==> config.mk <==
export PLATFORM = sky130hd
export DESIGN_NAME = imm_extend_pipe
export DESIGN_NICKNAME = d
export VERILOG_FILES = /design/src/rtl/imm_ext_pkg.sv /design/src/rtl/imm_ext_skid.sv /design/src/rtl/imm_extend_pipe.sv
export SDC_FILE = /design/constraint.sdc
export NUM_CORES = 1
export LEC_CHECK = 0
export CAP_MARGIN = 20
export CORE_AREA = 2 2 80 97
export DETAILED_ROUTE_END_ITERATION = 8
export DIE_AREA = 0 0 82 99
export PLACE_DENSITY_LB_ADDON = 0.25
export SYNTH_ARGS = -nofsm -noshare
export SYNTH_HDL_FRONTEND = slang
export SYNTH_SLANG_ARGS = --single-unit
export TNS_END_PERCENT = 30
==> constraint.sdc <==
create_clock -name clk -period 2.02 [get_ports clk]
set_input_delay 0.606 -clock clk [delete_from_list [all_inputs] [get_ports clk]]
set_output_delay 0.606 -clock clk [all_outputs]
set_load 0.02 [all_outputs]
==> src/rtl/imm_ext_pkg.sv <==
// imm_ext_pkg: mode/buffer encodings and the width-generic immediate extension function.
package imm_ext_pkg;
  localparam int EXT_MAX_W = 64;
  localparam logic [1:0] MODE_SIGN = 2'b00;
  localparam logic [1:0] MODE_ZERO = 2'b01;
  localparam logic [1:0] MODE_UPPER = 2'b10;
  localparam logic [1:0] MODE_BRANCH = 2'b11;
  typedef enum logic [1:0] {BUF_EMPTY, BUF_ONE, BUF_FULL} buf_state_e;
  // Computed at EXT_MAX_W; callers truncate to their output width.
  function automatic logic [EXT_MAX_W-1:0] ext_calc(input logic [EXT_MAX_W-1:0] imm, input logic [1:0] mode,
                                                    input int in_w, input int br_shift);
    logic [EXT_MAX_W-1:0] m, h, z, s;
    m = (64'd1 << in_w) - 64'd1;
    h = 64'd1 << (in_w - 1);
    z = imm & m;
    s = (z ^ h) - h;
    return mode == MODE_SIGN ? s : mode == MODE_ZERO ? z : mode == MODE_UPPER ? z << in_w : s << br_shift;
  endfunction
endpackage

==> src/rtl/imm_ext_skid.sv <==
// imm_ext_skid: 2-entry FIFO skid buffer; in_ready is a registered not-full, gated by reset.
module imm_ext_skid
  import imm_ext_pkg::*;
#(
  parameter int W = 37
) (
  input  logic         clk,
  input  logic         reset,
  input  logic         in_valid,
  output logic         in_ready,
  input  logic [W-1:0] in_data,
  output logic         out_valid,
  input  logic         out_ready,
  output logic [W-1:0] out_data
);
  buf_state_e state_q, state_d;
  logic [W-1:0] e0_q, e0_d, e1_q, e1_d;
  logic nf_q, nf_d, acc, drn;
  assign in_ready = !reset && nf_q;
  assign out_valid = state_q != BUF_EMPTY;
  assign out_data = e0_q;
  assign acc = in_valid && in_ready;
  assign drn = out_valid && out_ready;
  always_comb begin
    state_d = state_q;
    e0_d = e0_q;
    e1_d = e1_q;
    case (state_q)
      BUF_EMPTY: if (acc) begin
        state_d = BUF_ONE;
        e0_d = in_data;
      end
      BUF_ONE: if (acc && !drn) begin
        state_d = BUF_FULL;
        e1_d = in_data;
      end else if (acc) e0_d = in_data;
      else if (drn) state_d = BUF_EMPTY;
      BUF_FULL: if (drn) begin
        state_d = BUF_ONE;
        e0_d = e1_q;
      end
      default: state_d = BUF_EMPTY;
    endcase
    nf_d = state_d != BUF_FULL;
  end
  always_ff @(posedge clk) begin
    if (reset) begin
      state_q <= BUF_EMPTY;
      e0_q <= '0;
      e1_q <= '0;
      nf_q <= 1'b1;
    end else begin
      state_q <= state_d;
      e0_q <= e0_d;
      e1_q <= e1_d;
      nf_q <= nf_d;
    end
  end
endmodule

==> src/rtl/imm_extend_pipe.sv <==
// imm_extend_pipe: pipelined immediate extension behind a skid buffer; IMM_EXT_COUNT_EN enables ext_count.
module imm_extend_pipe
  import imm_ext_pkg::*;
#(
  parameter int IN_W = 16,
  parameter int OUT_W = 32,
  parameter int BR_SHIFT = 2,
  parameter int TAG_W = 5
) (
  input  logic             clk,
  input  logic             reset,
  input  logic             in_valid,
  output logic             in_ready,
  input  logic [IN_W-1:0]  in_imm,
  input  logic [1:0]       in_mode,
  input  logic [TAG_W-1:0] in_tag,
  output logic             out_valid,
  input  logic             out_ready,
  output logic [OUT_W-1:0] out_imm,
  output logic [TAG_W-1:0] out_tag,
  output logic [15:0]      ext_count
);
  if (OUT_W < 2 * IN_W || OUT_W > EXT_MAX_W) begin : g_bad_width
    $error("imm_extend_pipe: OUT_W must be >= 2*IN_W and <= %0d", EXT_MAX_W);
  end
  logic [OUT_W-1:0] ext;
  logic [OUT_W+TAG_W-1:0] out_data;
  assign ext = OUT_W'(ext_calc(EXT_MAX_W'(in_imm), in_mode, IN_W, BR_SHIFT));
  assign {out_imm, out_tag} = out_data;
  imm_ext_skid #(.W(OUT_W + TAG_W)) u_skid (
    .clk(clk),
    .reset(reset),
    .in_valid(in_valid),
    .in_ready(in_ready),
    .in_data({ext, in_tag}),
    .out_valid(out_valid),
    .out_ready(out_ready),
    .out_data(out_data)
  );
`ifdef IMM_EXT_COUNT_EN
  logic [15:0] cnt_q, cnt_d;
  always_comb cnt_d = (out_valid && out_ready) ? cnt_q + 16'd1 : cnt_q;
  always_ff @(posedge clk) begin
    if (reset) cnt_q <= '0;
    else cnt_q <= cnt_d;
  end
  assign ext_count = cnt_q;
`else
  assign ext_count = '0;
`endif
endmodule

==> results.md <==
* Syn Inst Count at 406
* Unique masters post-synth at 37
* Critical Path Max Stage Delay at 370 ps
* Part of the power in registers at 47.7%
* Antenna violations before repair at 0
* Post-Syn Area at 0.00350 mm2
* Hold Violations, Final at 0
* Vias after detailed routing at 3,047
* Synthesized area per cell at 8.62 um2
* Total core area at 0.00715 mm2
* Cell Pwr Density at 771 mW/mm2
* GR Overflow Total at 0
* Clk pwr share at 33.0%
* Layout Nets at 492
* Clock latency on the worst-skew pair at 340 ps
* Worst Path Max Fanout at 7
* Register area share after synthesis at 44.1%
* Worst-path cell chain: or2_2 > dlygate4sd2_1
* RD Place Congestion at 0.809
* R2R Path Start: u_skid.state_q[0]
* Crit. path cell count at 2
* Slew margin rel. at 64.2%
* Max cap viols at 0
* CP endpoint kind: output pin
* DR iter-0 viols at 135
* # rows at 34
* Layout area overhead at 27.2%
* Tightest Pin Transition at 534 ps
* Vias in the first global route at 2,903
* PortBufs at 65
* Top cell type's share of synthesized area at 44.1%
* Commonest non-fill, non-tap cells in the layout: dfxtp_1 (77), clkdlybuf4s50_1 (62), nor2_1 (53)
* Postcts setup bufs at 0
* Clock sink count at 77
* Min-Delay Path Class: flip-flop to flip-flop
* H-tree lvl count at 3
* Initial Util at 48.9%
* Sw Pwr at 0.000964 W
* Buf+Inv Stages, Crit Path at 1
* Top achievable clock speed at 519 MHz
* Global-route wire length before repair at 13,700 um
* Maximum VDD drop at 0.387 mV
* Full die area at 0.00812 mm2
* CP Launch Type: flip-flop
* Net Sw Frac at 28.1%
* Drt total wl at 8360 um
* Hold endpoint: u_skid.e1_q[1]
* Hold path cells at 2
* Chip width at 82 um
* Max Root-Sink Buffers at 2
* Synth warnings at 0
* Worst-path cell with the longest stage delay: dfxtp_1
* Hold-fix buffers, CTS at 0
* Die Ht at 99 um
* Yosys reg bits at 77
* Drc violations at 0
* Min Tclk post-route at 1930 ps
* Via/cell ratio at 5.45
* Delay-heaviest family, CP: flip-flops
* Pint at 0.00247 W
* Required @ worst endpoint at 1410 ps
* ANT nets after route at 0
* Final Cycle Share at 95.4%
* TritonCTS Buffers at 9
* Lkg Pwr at 1.64 nW
* CTS tree: yes
* Clock Skew at 7.53 ps
* Final Setup Violations at 0
* Share of layout cells above drive strength 1 at 10.2%
* Largest net degree at the start of global routing at 61
* Root Driver: clkbuf_8
* Crit path arrival time at 1320 ps
* Fin Hold WS at 459 ps
* Pwr Total at 0.00343 W
* Leading area contributor after synthesis: dfxtp_1
* Drt wl/cell at 15.0 um
* Combinational share of power at 19.3%
* Crit Path Category: flip-flop to output pin
* Clk slew on worst S/H paths at 80 ps
* RSZ-0062 raised after global routing: false
* Hpwl dp at 5730 um
* Hold Path Origin: u_skid.e1_q[1]
* Top area cells in the synthesized netlist: dfxtp_1 (44%), a22o_1 (7.0%), a211oi_1 (6.4%)
* Outcome: finished, final reports clean
* Ant diodes at 0
* Setup slack, reg-to-reg at 490 ps
* Top Ports at 82
* Drt first pass iters at 4
* Cells on worst reg2reg path at 4
* Commonest non-fill, non-tap cell in the layout: dfxtp_1
* Gr usage total at 21.6%
* Final max-slew violation count at 0
* RR Endpoint: u_skid.out_data[36]
==> repair_timing <==
item / 4_1_cts / 5_1_grt
setup endpoints to repair: 40 / 4
cloned: 0 / 0
gates resized for setup: 5 / 1
==> cell usage after synthesis <==
master and count:
dfxtp_1 77, nor2_1 54, nand2_1 46, a21oi_1 37, a211oi_1 30, a22o_1 28, buf_4 21, nor2b_1 19
buf_2 15, a22oi_1 14, o21ai_0 14, clkbuf_1 11, a311oi_1 6, nand2b_1 4, buf_6 3, a311oi_2 2
buf_1 2, inv_1 2, mux2i_1 2, nand3_1 2, a211o_1 1, a22oi_2 1, a32o_1 1, and2_1 1
and2b_1 1, and3b_1 1, clkbuf_2 1, conb_1 1, nand3b_4 1, nor2b_2 1, nor3_1 1, nor3_2 1
o22a_1 1, o32ai_4 1, or2_2 1, or3_1 1, xnor2_2 1
==> through the flow <==
step,instances,util [%],setup TNS [ps],cell area [um2],worst slack (ps)
6_report,559,62.3,0,4450,93.9
3_3_place_gp,544,59.4,-20960,4250,-453
4_1_cts,559,62.2,0,4450,52.4
3_5_place_dp,544,59.4,-23550,4250,-512
5_1_grt,559,62.3,0,4450,28.2
2_1_floorplan,421,-,0,3550,128
==> logic make-up (layout without fill, tap and decap cells) <==
logic type      Yosys count  after routing  share of synthesized area (%)
mux                       2              2                          0.572
buf+inv                  55            103                           9.37
compound gates          136            136                           28.0
simple gates            134            134                           17.4
xor+xnor                  1              1                          0.465
other cells               1             16                          0.107
flops                    77             77                           44.1
==> worst reg2reg max path: stages, from the launching register on <==
cell and delay, ps:
dfxtp_1 410, nand2b_1 230, buf_4 380, nand3_1 150
a311oi_1 280
==> flip-flops by register name, summed over array words and instances, names as in the netlist <==
signal and count:
u_skid.e1_q 37, u_skid.out_data 37, u_skid.state_q 2, u_skid.nf_q 1
==> cell type report <==
class / instances / area [um2]
Clock buffer: 10 / 128
Clock inverter: 5 / 61.3
Fill cell: 649 / 2700
Inverter: 2 / 7.51
Multi-Input combinational cell: 289 / 1710
Sequential cell: 77 / 1540
Tap cell: 90 / 113
Timing Repair Buffer: 86 / 888
==> routing by layer <==
metal | part of all wire, % | routed length, um | vias up | track usage (%)
met5 | 0 | 0 | - | 0
met4 | 1.7 | 138 | 0 | 10.1
met3 | 6.1 | 513 | 11 | 3.48
met2 | 49 | 4100 | 99 | 34.5
met1 | 43 | 3610 | 1416 | 28.3
li1 | - | - | 1521 | -
==> power by group through the flow <==
stage,clock network [W],registers [W],logic [W]
2_1_floorplan,0,0.00173,0.000345
3_3_place_gp,0,0.00167,0.000650
3_5_place_dp,0,0.00167,0.000659
4_1_cts,0.00115,0.00164,0.000664
5_1_grt,0.00123,0.00165,0.000717
6_report,0.00113,0.00164,0.000663
==> worst max path at each step <==
stage                       from                  end
2_1_floorplan              reset             in_ready
3_3_place_gp          in_mode[1]      u_skid.e1_q[34]
3_5_place_dp          in_mode[1]      u_skid.e1_q[34]
4_1_cts               in_mode[1]  u_skid.out_data[13]
5_1_grt               in_mode[1]  u_skid.out_data[21]
6_report       u_skid.state_q[1]            out_valid
No activity file was read; power rests on OpenSTA's default activity.
